[src/rtl/ibpl_pkg.sv]
// ibpl_pkg: shared state encoding, slot pin indices and reserved cardlet IDs
package ibpl_pkg;
  typedef enum logic [2:0] {IDLE, LOAD, SETTLE, SHIFT, CHECK, DONE} state_t;
  localparam int IBPL_PIN_SCK = 0;
  localparam int IBPL_PIN_LOADN = 1;
  localparam int IBPL_PIN_SDATA = 2;
  localparam logic [7:0] IBPL_ID_ABSENT = 8'hFF;
  localparam logic [7:0] IBPL_ID_EMPTY = 8'h00;
endpackage

[src/rtl/ibpl_serial_rx.sv]
// ibpl_serial_rx: one 165-style ID read (go -> LOAD, SETTLE, SHIFT -> done) producing sck/load_n and the shifted-in data
module ibpl_serial_rx
  import ibpl_pkg::*;
#(
  parameter int SCK_DIV = 62,
  parameter int SETTLE_CYCLES = 16,
  parameter int ID_BITS = 8
) (
  input  logic               clk,
  input  logic               nReset,
  input  logic               go,
  input  logic               sdata,
  output logic               done,
  output logic               sck,
  output logic               load_n,
  output logic [ID_BITS-1:0] data
);
  localparam int CMAX = SCK_DIV > SETTLE_CYCLES ? SCK_DIV : SETTLE_CYCLES;
  localparam int CW = $clog2(CMAX);
  localparam int BW = $clog2(ID_BITS + 1);
  localparam logic [CW-1:0] D_END = CW'(SCK_DIV - 1);
  localparam logic [CW-1:0] S_END = CW'(SETTLE_CYCLES - 1);
  localparam logic [BW-1:0] B_END = BW'(ID_BITS - 1);
  state_t st, nxt;
  logic [CW-1:0] cnt;
  logic [BW-1:0] bits;
  logic [1:0] sync;
  logic d_end;
  assign d_end = cnt == D_END;
  assign done = st == SHIFT && sck && d_end && bits == B_END;
  always_comb begin
    nxt = st == IDLE   ? (go ? LOAD : IDLE) :
          st == LOAD   ? (d_end ? SETTLE : LOAD) :
          st == SETTLE ? (cnt == S_END ? SHIFT : SETTLE) :
          st == SHIFT  ? (done ? IDLE : SHIFT) : IDLE;
  end
  always_ff @(posedge clk or negedge nReset) begin
    if (!nReset) begin
      st <= IDLE;
      cnt <= '0;
      bits <= '0;
      sync <= '0;
      sck <= 1'b0;
      load_n <= 1'b1;
      data <= '0;
    end else begin
      st <= nxt;
      sync <= {sync[0], sdata};
      cnt <= (st == IDLE || nxt != st || (st == SHIFT && d_end)) ? '0 : cnt + CW'(1);
      load_n <= nxt != LOAD;
      sck <= (st == SHIFT && d_end) ? !sck : sck;
      bits <= st != SHIFT ? '0 : (d_end && sck) ? bits + BW'(1) : bits;
      if (st == SHIFT && d_end && !sck) data <= {data[ID_BITS-2:0], sync[1]};
    end
  end
endmodule

[src/rtl/ibpl_cardlet_ident.sv]
// ibpl_cardlet_ident: reads the slot cardlet ID twice via ibpl_serial_rx, retries on mismatch, owns diob pins only while busy
module ibpl_cardlet_ident
  import ibpl_pkg::*;
#(
  parameter int SCK_DIV = 62,
  parameter int SETTLE_CYCLES = 16,
  parameter int ID_BITS = 8,
  parameter int MAX_RETRIES = 3
) (
  input  logic               clk,
  input  logic               nReset,
  input  logic               start,
  input  logic [5:0]         diob_in,
  output logic [5:0]         diob_dir,
  output logic [5:0]         diob_out,
  output logic [ID_BITS-1:0] cardlet_id,
  output logic               id_valid,
  output logic               busy,
  output logic               id_error
);
  localparam int RW = $clog2(MAX_RETRIES + 1);
  state_t st, nxt;
  logic go, accept, rx_done, sck, load_n, have_ref, match, last_try;
  logic [ID_BITS-1:0] rx_data, ref_reg;
  logic [RW-1:0] retry_cnt;
  logic unused_pins;
  assign unused_pins = ^{diob_in[5:3], diob_in[1:0]};
  ibpl_serial_rx #(.SCK_DIV(SCK_DIV), .SETTLE_CYCLES(SETTLE_CYCLES), .ID_BITS(ID_BITS)) u_rx (
    .clk(clk), .nReset(nReset), .go(go), .sdata(diob_in[IBPL_PIN_SDATA]),
    .done(rx_done), .sck(sck), .load_n(load_n), .data(rx_data)
  );
  assign accept = (st == IDLE || st == DONE) && start;
  assign match = rx_data == ref_reg;
  assign last_try = retry_cnt == RW'(MAX_RETRIES - 1);
  assign busy = st == LOAD || st == CHECK;
  assign diob_dir = busy ? 6'h03 : 6'h00;
  assign diob_out = busy ? ((6'(sck) << IBPL_PIN_SCK) | (6'(load_n) << IBPL_PIN_LOADN)) : 6'h00;
  always_comb begin
    nxt = st;
    go = 1'b0;
    case (st)
      IDLE, DONE: begin
        go = start;
        nxt = start ? LOAD : st;
      end
      LOAD: nxt = rx_done ? CHECK : LOAD;
      CHECK: begin
        go = !have_ref || (!match && !last_try);
        nxt = go ? LOAD : DONE;
      end
      default: nxt = IDLE;
    endcase
  end
  always_ff @(posedge clk or negedge nReset) begin
    if (!nReset) st <= IDLE;
    else st <= nxt;
  end
  always_ff @(posedge clk or negedge nReset) begin
    if (!nReset) begin
      ref_reg <= '0;
      have_ref <= 1'b0;
      retry_cnt <= '0;
      cardlet_id <= '0;
      id_valid <= 1'b0;
      id_error <= 1'b0;
    end else if (accept) begin
      have_ref <= 1'b0;
      retry_cnt <= '0;
      id_valid <= 1'b0;
      id_error <= 1'b0;
    end else if (st == CHECK) begin
      have_ref <= !have_ref;
      if (!have_ref) ref_reg <= rx_data;
      else if (match) begin
        cardlet_id <= rx_data;
        id_valid <= 1'b1;
      end else begin
        retry_cnt <= retry_cnt + RW'(1);
        id_error <= last_try;
      end
    end
  end
endmodule

[config.mk]
export PLATFORM = sky130hd
export DESIGN_NAME = ibpl_cardlet_ident
export DESIGN_NICKNAME = d
export VERILOG_FILES = /design/src/rtl/ibpl_pkg.sv /design/src/rtl/ibpl_serial_rx.sv /design/src/rtl/ibpl_cardlet_ident.sv
export SDC_FILE = /design/constraint.sdc
export NUM_CORES = 1
export LEC_CHECK = 0
export CAP_MARGIN = 10
export CORE_ASPECT_RATIO = 1.25
export CORE_MARGIN = 4
export CORE_UTILIZATION = 42
export CTS_BUF_LIST = sky130_fd_sc_hd__clkbuf_8
export CTS_CLUSTER_SIZE = 14
export DETAILED_ROUTE_END_ITERATION = 10
export SLEW_MARGIN = 20
export SYNTH_ARGS = -nofsm -noshare
export SYNTH_HDL_FRONTEND = slang
export SYNTH_SLANG_ARGS = --single-unit
[constraint.sdc]
create_clock -name clk -period 2.2 [get_ports clk]
set_input_delay 0.33 -clock clk [delete_from_list [all_inputs] [get_ports clk]]
set_output_delay 0.33 -clock clk [all_outputs]
set_load 0.01 [all_outputs]
# == Word level (Yosys, flattened, before mapping) ==
# Cells that the tools add are included.
# Widths: inputs -> output; s select.
# totals
regBits,49
latchBits,0
ramBits,0
rom_bits,0
in_bits,9
output_inout_bits,23
word_cells,96
mem_count,0
# op_classes
add_sub_neg,3
mul,0
div,0
order_cmp,0
eq_ne,16
shifts,0
muxes,32
bitwise,3
n_reduce_logical,28
# op_table
cell,count
$mux 3,7
$mux 2,8
$mux 1,12
$pmux 3 s3,1
$reduce_and 3->1,3
$eq 8x8->1,1
$logic_and 1x1->1,8
$mux 4,2
$reduce_bool 2->1,4
$add 6x1->6 const B,1
$eq 3x1->1 const B,2
$eq 3x2->1 const B,2
$eq 3x3->1 const B,2
$eq 6x4->1 const B,1
$eq 6x6->1 const B,1
$logic_not 3->1,2
$mux 6,1
$logic_or 1x1->1,5
$add 4x1->4 const B,1
$eq 4x3->1 const B,1
$logic_not 1->1,4
$ne 2x2->1 const B,2
$reduce_and 4->1,1
$ne 3x1->1 const B,1
other kinds (8),9

# == Longest topological paths before layout ==
# Gate-level depths: netlist (run 1).
# logic_depth
depth_word,13
depth_mapped,7
depth_no_buf,6

# == Hierarchy ==
# From an unflattened synthesis (run 1), not the netlist that was laid out.
# hier_totals
cells_unflattened,193
hier_area_um2,2317.2
# modules_own_cells
mod,n_inst,cells_per_inst,area_each_um2,seq_area_each_um2
ibpl_cardlet_ident,1,100,1191.1,575.6
ibpl_serial_rx,1,93,1126.1,601.8

# == Worst setup path after synthesis (run 1) ==
# Ideal clock, no wire load.
# synth_path
path_type,register -> register
from,register st[0]
to,register cardlet_id[0]
setup_time_ps,125
t_arrival_ps,1806
required_ps,2075
path_slack_ps,269
stages_incl_launch_ff,8
n_path_buf,1
synth_period_minus_slack_ps,1931
path_cell_list,dfrtp_1 > inv_1 > ha_1 > nand2_1 > nand3_1 > or4_4 > buf_6 > mux2_4
# synth_between
elab_chain_cells,5
elab_cells_between_ends,7
cone_classes,eq/ne: 2; bitwise: 1; reduce/logical: 4
# synth_lines
item,line_no,source
"start, declared",ibpl_cardlet_ident.sv:22,"state_t st, nxt;"
"start signal, assigned",ibpl_cardlet_ident.sv:56,else st <= nxt;
$eq 3x3->1 or $logic_not 3->1 (tied branches),ibpl_cardlet_ident.sv:32,assign accept = (st == IDLE || st == DONE) && start;
$logic_or 1x1->1,ibpl_cardlet_ident.sv:32,
$logic_and 1x1->1,ibpl_cardlet_ident.sv:32,
$not 1->1 (no line),n/a,
$reduce_and 4->1 (no line) *,n/a,
"end signal, assigned",ibpl_cardlet_ident.sv:75,cardlet_id <= rx_data;
"end, declared",ibpl_cardlet_ident.sv:16,"output logic [ID_BITS-1:0] cardlet_id,"
# Mark *: on every way between the ends. The rest lies on a longest branch, timed or not.
# A chain may end at the register's enable or synchronous reset.

# == Worst setup path in the final report (run 1) ==
# layout_path
from,register u_rx.data[0]
to,register cardlet_id[1]
# layout_between
elab_chain_cells,2
# layout_lines
item,line_no,source
"start, declared",ibpl_serial_rx.sv:16,output logic [ID_BITS-1:0] data
"start signal, assigned",ibpl_serial_rx.sv:53,"if (st == SHIFT && d_end && !sck) data <= {data[ID_BITS-2:0], sync[1]};"
$eq 8x8->1,ibpl_cardlet_ident.sv:33,assign match = rx_data == ref_reg;
$reduce_and 4->1 (no line),n/a,
# No other way between the ends.

==> results of run 1 <==
area by class of cell:
type / instances / area (sq um) / share of cell area (%)
timing repair buffer: 25 / 253 / 9.56
sequential: 47 / 1180 / 44.6
tap: 62 / 77.6 / 2.94
clock inverter: 1 / 3.75 / 0.142
clock buffer: 7 / 96.3 / 3.65
inverter: 5 / 18.8 / 0.710
multi-input combinational: 133 / 1020 / 38.4
power groups by stage:
| stage | logic, W | registers, W | clock network, W |
|---|---|---|---|
| floorplan | 0.0000817 | 0.000920 | 0 |
| CTS | 0.000130 | 0.000908 | 0.000572 |
| global route | 0.000141 | 0.000911 | 0.000617 |
| detailed placement | 0.000126 | 0.000926 | 0 |
| finish | 0.000125 | 0.000908 | 0.000553 |
| global placement | 0.000122 | 0.000925 | 0 |
placed cells by master (no fill, tap or decap), types with 2 or more instances in the layout:
| master | n |
|---|---|
| a21oi_1 | 4 |
| and4_1 | 2 |
| buf_4 | 6 |
| clkbuf_8 | 7 |
| clkdlybuf4s50_1 | 12 |
| conb_1 | 8 |
| dfrtp_1 | 46 |
| dlymetal6s2s_1 | 5 |
| ha_1 | 7 |
| inv_1 | 6 |
| mux2_2 | 16 |
| mux2_4 | 8 |
| mux2i_1 | 4 |
| nand2_1 | 15 |
| nand2b_1 | 4 |
| nand3_1 | 7 |
| nand3b_1 | 2 |
| nand4_1 | 3 |
| nand4b_1 | 2 |
| nor2_1 | 12 |
| nor2b_1 | 3 |
| nor3_1 | 2 |
| o21ai_0 | 3 |
| or2_1 | 2 |
| xnor2_1 | 7 |
| xor2_1 | 8 |
layer usage:
layer  vias to the layer above  wire length [um]  share of wire [%]  track usage, %
li1                        694                 -                  -               -
met1                       708              1700                 42            16.2
met2                        24              2080                 52            20.9
met3                         8               152                3.8            3.34
met4                         0                97                2.4            6.95
met5                         -                 0                  0               0
path summary, 6_finish.rpt:
kind | start | end | slack, ns | depth (start not counted)
worst min-delay path | nReset | st[2]$_DFFE_PN0P_ | 0.003 | 1
worst max register to register | u_rx.data[0]$_DFFE_PN0P_ | cardlet_id[1]$_DFFE_PN0P_ | 0.24 | 4
worst max-delay path | u_rx.data[0]$_DFFE_PN0P_ | cardlet_id[1]$_DFFE_PN0P_ | 0.24 | 4
max in group asynchronous | nReset | u_rx.data[5]$_DFFE_PN0P_ | 1.68 | 2
min in group clk | u_rx.sync[0]$_DFF_PN0_ | u_rx.sync[1]$_DFF_PN0_ | 0.35 | 0
worst min register to register | u_rx.sync[0]$_DFF_PN0_ | u_rx.sync[1]$_DFF_PN0_ | 0.35 | 0
kinds of logic after synthesis:
| group | Yosys count | synth area share, % |
|---|---|---|
| DFF | 47 | 51.6 |
| other | 1 | 0.164 |
| AOI/OAI and AO/OA | 14 | 4.22 |
| adders and majority gates | 7 | 3.84 |
| muxes | 28 | 14.9 |
| xor gates and xnor gates | 15 | 5.75 |
| buffers and inverters | 19 | 5.10 |
| and+or+nand+nor | 61 | 14.5 |
worst max-delay path, stage by stage (launching register included):
cell	delay (ns)
dfrtp_1	0.43
xor2_1	0.17
or2_1	0.25
or4_4	0.66
mux2_4	0.33
through the flow:
stage	setup WS (ns)	hold slack, ns	util [%]	cell area [sq um]	power, W
4_1_cts	0.0234	0.0240	50.7	2630	0.00161
3_5_place_dp	0.181	0.338	48.6	2520	0.00105
2_1_floorplan	0.269	0.0344	-	2310	0.00100
5_1_grt	0.184	0.0461	50.9	2640	0.00167
6_report	0.244	0.00307	50.9	2640	0.00159
3_3_place_gp	0.196	0.333	48.6	2520	0.00105
repair_timing:
| item | in CTS | in global routing |
|---|---|---|
| gates resized for setup | 0 | 5 |
| setup buffers | 1 | 0 |
| endpoints found under the setup margin | 5 | 5 |
==> impl_metrics.json, run 1 <==
{
  "overflow": 0,
  "port-buffer-count": 18,
  "drt_iter0_drc": 41,
  "fin_tns_setup_ns": 0,
  "power.share.sequential_pct": 57.3,
  "grt_antenna_before_repair": 0,
  "grt_pass1_vias": 1486,
  "cts_tree": "done",
  "synth_top_cell_area_share_pct": 50.4,
  "synthMostInstantiatedCell": "dfrtp_1",
  "place_inst": 271,
  "grt_first_pass_wirelength_mm": 6.87,
  "p_leak_nw": 1.29,
  "area_growth_syn_to_layout_pct": 15.7,
  "synth-seq-cells": 47,
  "critPathKind": "flip-flop to flip-flop",
  "p_sw_w": 0.000363,
  "intPower_w": 0.00122,
  "final_cell_count_no_fill": 280,
  "die_area_sq_um": 6690,
  "start_kind": "flip-flop",
  "synth_top_area_cell": "dfrtp_1",
  "grt_use_total_pct": 13.2,
  "drv_slew": 0,
  "fp.dieW_um": 74.0,
  "initial_core_util_pct": 44.0,
  "required_ns": 2.39,
  "n_antenna_cell": 0,
  "syn_area_sq_um": 2280,
  "status": "finished, final reports clean",
  "finalCritPeriodShare_pct": 88.9,
  "clockBufferDepth": 2,
  "sw_frac_of_total_pct": 22.9,
  "syn_area_per_cell_sq_um": 11.9,
  "rsz0062_at_grt": "false",
  "post_route_cells_drive_above_1_share_pct": 19.7,
  "io_pins": 32,
  "dr.pass1.iters": 4,
  "powerDensity_nw_per_um2": 600,
  "period_needed_ns": 1.96,
  "hold_violations": 0,
  "clkPwrFrac_pct": 34.9,
  "placementRows": 29,
  "synth_edf_count": 0,
  "wire_per_inst_um": 14.4,
  "setup_viol_count_final": 0,
  "cts_root_buf": "clkbuf_8",
  "final_nets": 233,
  "syn_inst": 192,
  "async_reset_ff_share_pct": 100,
  "dp_hpwl_mm": 2.99,
  "via_per_inst": 5.12,
  "timing.fmax_mhz": 511,
  "cts_buffers": 5,
  "clk_latency_ns": 0.30,
  "clock_sinks": 47,
  "yosys-top-cells-area": "dfrtp_1 50%, mux2_2 7.9%, mux2_4 5.3%",
  "crit_path_end_kind": "flip-flop",
  "worst_slew_pin_slew_ns": 0.538,
  "pwr-share-comb_pct": 7.9,
  "htreeDepth": 2,
  "core-area_sq_um": 5190,
  "cts.clk_slew.worst_paths_ns": 0.08,
  "antenna_left": 0,
  "critical_path_arrival_ns": 2.14,
  "slew-limit-headroom_pct": 64.2,
  "hold_buffers": 0,
  "cp_max_fo": 9,
  "ys.flop_type": "dfrtp_1",
  "fin_skew_ns": 0.00580,
  "die_h_um": 90.4,
  "fill_cells": 480,
  "seq_area_frac_synth_pct": 51.6,
  "drc_errors": 0,
  "cap_violations": 0,
  "synth_cell_types": 40,
  "hold_class": "input pin to async pin",
  "peakVddDrop_mv": 0.368,
  "vias": 1434,
  "routed_wl_mm": 4.03,
  "ys_top_cells_by_count": "46 x dfrtp_1, 16 x mux2_2, 15 x nand2_1",
  "synth_warnings": 0,
  "gp_congestion": 0.827,
  "grt_max_degree": 27
}
Note: power is estimated with default switching activity, not from simulation.
==> run 2: changes to the inputs <==
- clock period: 2.2 -> 2.5 ns (I/O delays scaled with it)
==> impl_metrics.json, run 2 (synthesis results as in run 1) <==
{
  "status": "finished, final reports clean",
  "clk_latency_ns": 0.29,
  "postCtsSetupBuffers": 0,
  "slowest_stage": "clkdlybuf4s50_1",
  "cts.clk_slew.worst_paths_ns": 0.09,
  "top_layer": "met4",
  "met3_length_um": 127,
  "gp_congestion": 0.785,
  "start_kind": "flip-flop",
  "drt_iter0_drc": 38,
  "cp_top_family": "buffers and inverters",
  "p_total_w": 0.00145,
  "placementRows": 29,
  "powerDensity_nw_per_um2": 558,
  "clockBufferDepth": 2,
  "fp.dieW_um": 74.0,
  "multi_input_area_sq_um": 1020,
  "fin_tns_setup_ns": 0,
  "routed_wl_mm": 3.86,
  "timing.fmax_mhz": 450,
  "area.sequential_sq_um": 1180,
  "hold_class": "input pin to async pin",
  "hold_buffers": 0,
  "grt_max_degree": 25,
  "worst_slack_ns": 0.279,
  "critical_path_arrival_ns": 1.85,
  "grt_pass1_vias": 1478,
  "io_pins": 32,
  "pre_cts_ws_ns": 0.413,
  "hold_violations": 0,
  "met2WireLength_mm": 1.94,
  "wire_per_inst_um": 14.0,
  "drc_errors": 0,
  "peakVddDrop_mv": 0.372,
  "dp_hpwl_mm": 2.87,
  "htreeDepth": 2,
  "rsz0062_at_grt": "false",
  "cap_violations": 0,
  "crit_path_end_kind": "primary output",
  "antenna_left": 0,
  "p_leak_nw": 1.24,
  "setup_viol_count_final": 0,
  "final_cell_mix": "46 x dfrtp_1, 17 x clkdlybuf4s50_1, 16 x mux2_2, 15 x nand2_1, 12 x nor2_1",
  "core-area_sq_um": 5190,
  "path_cells": "inv_1, ha_1, nor2b_1, clkdlybuf4s50_1",
  "n_antenna_cell": 0,
  "slew-limit-headroom_pct": 60.4,
  "critPathKind": "flip-flop to primary output",
  "cts_tree": "done",
  "initial_core_util_pct": 44.0,
  "via_per_inst": 5.09,
  "cp.buffers_inverters": 2,
  "required_ns": 2.12,
  "cts_buffers": 5,
  "grt_first_pass_wirelength_mm": 6.80,
  "period_needed_ns": 2.22,
  "grt_use_total_pct": 12.8,
  "grt_antenna_before_repair": 0,
  "cp_max_fo": 8,
  "die_h_um": 90.4,
  "port-buffer-count": 18,
  "m1WireLength_mm": 1.74,
  "final_nets": 229,
  "area_growth_syn_to_layout_pct": 13.9,
  "drv_slew": 0,
  "dr.pass1.iters": 4,
  "post_route_cells_drive_above_1_share_pct": 18.7,
  "overflow": 0,
  "final_common_cell": "dfrtp_1",
  "die_area_sq_um": 6690,
  "worst_slew_pin_slew_ns": 0.588,
  "cts_root_buf": "clkbuf_8",
  "vias": 1406,
  "post_cts_resized": 0,
  "fin_skew_ns": 0.00539,
  "fill_cells": 486,
  "finalCritPeriodShare_pct": 88.8,
  "crit_path_max_incr_delay_ns": 0.54,
  "clock_sinks": 47
}
==> run 2: changes by cell type in the layout (fill, tap and decap cells not counted), moves of 2 or more <==
cell             change
dlymetal6s2s_1       -5
buf_4                -3
clkbuf_8             -2
clkdlybuf4s50_1      +5
==> run 2: layout make-up <==
type | instances | share of cell area, %
clock inverters | 3 | 1.68
multi-input cells | 133 | 39.1
inverters | 5 | 0.722
flip-flops and latches | 47 | 45.3
well taps | 62 | 2.98
repair buffers | 21 | 7.60
clock buffers | 5 | 2.65
==> run 2: final timing paths <==
path	from	endpoint	slack, ns	cells after the start
setup / recovery	st[0]$_DFFE_PN0P_	diob_out[1]	0.28	4
hold / removal	nReset	u_rx.bits[0]$_DFFE_PN0P_	0.06	1
setup reg to reg	st[0]$_DFFE_PN0P_	cardlet_id[2]$_DFFE_PN0P_	0.40	6
hold reg to reg	u_rx.sync[0]$_DFF_PN0_	u_rx.sync[1]$_DFF_PN0_	0.36	0
max in group asynchronous	nReset	u_rx.data[2]$_DFFE_PN0P_	1.73	2
min in group clk	u_rx.sync[0]$_DFF_PN0_	u_rx.sync[1]$_DFF_PN0_	0.36	0
==> run 2: per-stage QoR <==
stage / cells / hold WS, ns / utilization, % / cell area (sq um)
after global placement: 268 / 0.336 / 47.9 / 2490
after detailed placement: 268 / 0.343 / 47.9 / 2490
final: 276 / 0.0628 / 50.1 / 2600
after global routing: 276 / 0.0961 / 50.1 / 2600
after CTS: 276 / 0.0717 / 50.1 / 2600
after floorplan: 199 / 0.0794 / - / 2310
==> run 2: metal layers <==
metal  global-route usage, %  up-vias
met1                    15.7      699
met3                    3.01        5
li1                        -      683
met2                    21.7       19
met4                    4.08        0
met5                       0        -
==> run 2: report_power, final <==
group          leakage (nW)  switching [W]  internal (W)
logic                 0.543      0.0000586     0.0000469
clock network        0.0581       0.000248      0.000298
registers             0.643      0.0000205      0.000779
==> run 3: changes to the inputs <==
- CORE_MARGIN: 4 -> 1.5
==> impl_metrics.json, run 3 (synthesis results as in run 1) <==
{
  "drt_iter0_drc": 47,
  "fin_skew_ns": 0.00518,
  "cap_violations": 0,
  "htreeDepth": 2,
  "gp_congestion": 0.777,
  "met3_length_um": 115,
  "peakVddDrop_mv": 0.339,
  "clock_sinks": 47,
  "slowest_stage": "clkdlybuf4s50_1",
  "critical_path_arrival_ns": 1.84,
  "status": "finished, final reports clean",
  "grt_max_degree": 26,
  "via_per_inst": 5.20,
  "hold_class": "input pin to async pin",
  "reg2reg_from": "st[0]$_DFFE_PN0P_",
  "clk_latency_ns": 0.29,
  "critPathKind": "flip-flop to primary output",
  "area_growth_syn_to_layout_pct": 14.7,
  "p_leak_nw": 1.26,
  "port-buffer-count": 18,
  "overflow": 0,
  "drv_slew": 0,
  "routed_wl_mm": 4.03,
  "worst_slack_ns": 0.281,
  "grt_antenna_before_repair": 0,
  "placementRows": 29,
  "postCtsSetupBuffers": 0,
  "post_route_cells_drive_above_1_share_pct": 18.2,
  "grt_use_total_pct": 15.7,
  "cp_max_fo": 8,
  "m1WireLength_mm": 1.73,
  "start_kind": "flip-flop",
  "final_cell_mix": "46 x dfrtp_1, 17 x clkdlybuf4s50_1, 16 x mux2_2, 15 x nand2_1, 12 x nor2_1",
  "setup_viol_count_final": 0,
  "worst_slew_pin_slew_ns": 0.582,
  "wire_per_inst_um": 14.6,
  "fin_tns_setup_ns": 0,
  "fp.dieW_um": 69.0,
  "slew-limit-headroom_pct": 60.8,
  "cts_buffers": 5,
  "timing.fmax_mhz": 451,
  "dp_hpwl_mm": 2.92,
  "vias": 1436,
  "powerDensity_nw_per_um2": 591,
  "n_antenna_cell": 0,
  "final_common_cell": "dfrtp_1",
  "post_cts_resized": 0,
  "grt_pass1_vias": 1460,
  "met2WireLength_mm": 2.13,
  "hold_buffers": 0,
  "io_pins": 32,
  "crit_path_end_kind": "primary output",
  "die_h_um": 85.4,
  "r2r_end": "cardlet_id[0]$_DFFE_PN0P_",
  "cts_root_buf": "clkbuf_8",
  "crit_path_max_incr_delay_ns": 0.54,
  "grt_first_pass_wirelength_mm": 6.97,
  "path_cells": "inv_1, ha_1, nor2b_1, clkdlybuf4s50_1",
  "required_ns": 2.12,
  "drc_errors": 0,
  "initial_core_util_pct": 44.3,
  "finalCritPeriodShare_pct": 88.8,
  "hold_violations": 0,
  "cts.clk_slew.worst_paths_ns": 0.09,
  "dr.pass1.iters": 4,
  "rsz0062_at_grt": "false",
  "top_layer": "met4",
  "period_needed_ns": 2.22,
  "cp.buffers_inverters": 2,
  "rr_worst_depth": 6,
  "clockBufferDepth": 2,
  "core-area_sq_um": 5150,
  "final_nets": 229,
  "die_area_sq_um": 5890,
  "antenna_left": 0,
  "cp_top_family": "buffers and inverters",
  "reg2reg_setup_slack_ns": 0.39,
  "cts_tree": "done",
  "pre_cts_ws_ns": 0.385
}
[run 3: cell count changes in the layout (fill, tap and decap cells not counted), sizes merged]
cell,before,now
inv,5,6
bufinv,1,2
clkinv,2,0
[run 3: cell type report]
| cell class | instances | area (sq um) |
|---|---|---|
| clock buffers | 5 | 68.8 |
| clock inverters | 3 | 63.8 |
| fillers | 483 | 2530 |
| inverters | 5 | 18.8 |
| multi-input cells | 133 | 1020 |
| flip-flops and latches | 47 | 1180 |
| well taps | 62 | 77.6 |
| repair buffers | 21 | 198 |
[run 3: worst register-to-register path, stage by stage, from the launching register on]
cell	delay, ns
dfrtp_1	0.41
inv_1	0.07
ha_1	0.40
nand2_1	0.14
nand3_1	0.08
or4_4	0.55
mux2_4	0.34
[run 3: where the power goes]
group / internal (W) / leakage, nW / switching, W
Sequential: 0.000779 / 0.643 / 0.0000219
Combinational: 0.0000475 / 0.543 / 0.0000591
Clock: 0.000395 / 0.0695 / 0.000245
Total: 0.00122 / 1.26 / 0.000326
[run 3: metal layers]
metal | vias up | global-route usage, %
li1 | 688 | -
met1 | 721 | 19.8
met2 | 21 | 26.2
met3 | 6 | 2.92
met4 | 0 | 5.88
met5 | - | 0
[run 3: worst max path at each step]
stage	from	to	slack (ns)	cells after the start
after floorplan	st[0]$_DFFE_PN0P_	cardlet_id[0]$_DFFE_PN0P_	0.57	7
after global placement	start	cardlet_id[0]$_DFFE_PN0P_	0.45	5
after detailed placement	st[0]$_DFFE_PN0P_	cardlet_id[7]$_DFFE_PN0P_	0.39	6
after CTS	st[0]$_DFFE_PN0P_	diob_out[0]	0.27	4
after global routing	st[0]$_DFFE_PN0P_	busy	0.17	4
final	st[0]$_DFFE_PN0P_	diob_out[0]	0.28	4
[run 3: stage by stage]
| stage | std cells | hold WS [ns] | area, sq um | util, % | total power [W] |
|---|---|---|---|---|---|
| 3_5_place_dp | 268 | 0.341 | 2490 | 48.3 | 0.000924 |
| 5_1_grt | 276 | 0.111 | 2620 | 50.8 | 0.00161 |
| 2_1_floorplan | 199 | 0.0794 | 2310 | - | 0.000881 |
| 6_report | 276 | 0.0763 | 2620 | 50.8 | 0.00155 |
| 4_1_cts | 276 | 0.0963 | 2620 | 50.8 | 0.00157 |
| 3_3_place_gp | 268 | 0.337 | 2490 | 48.3 | 0.000916 |
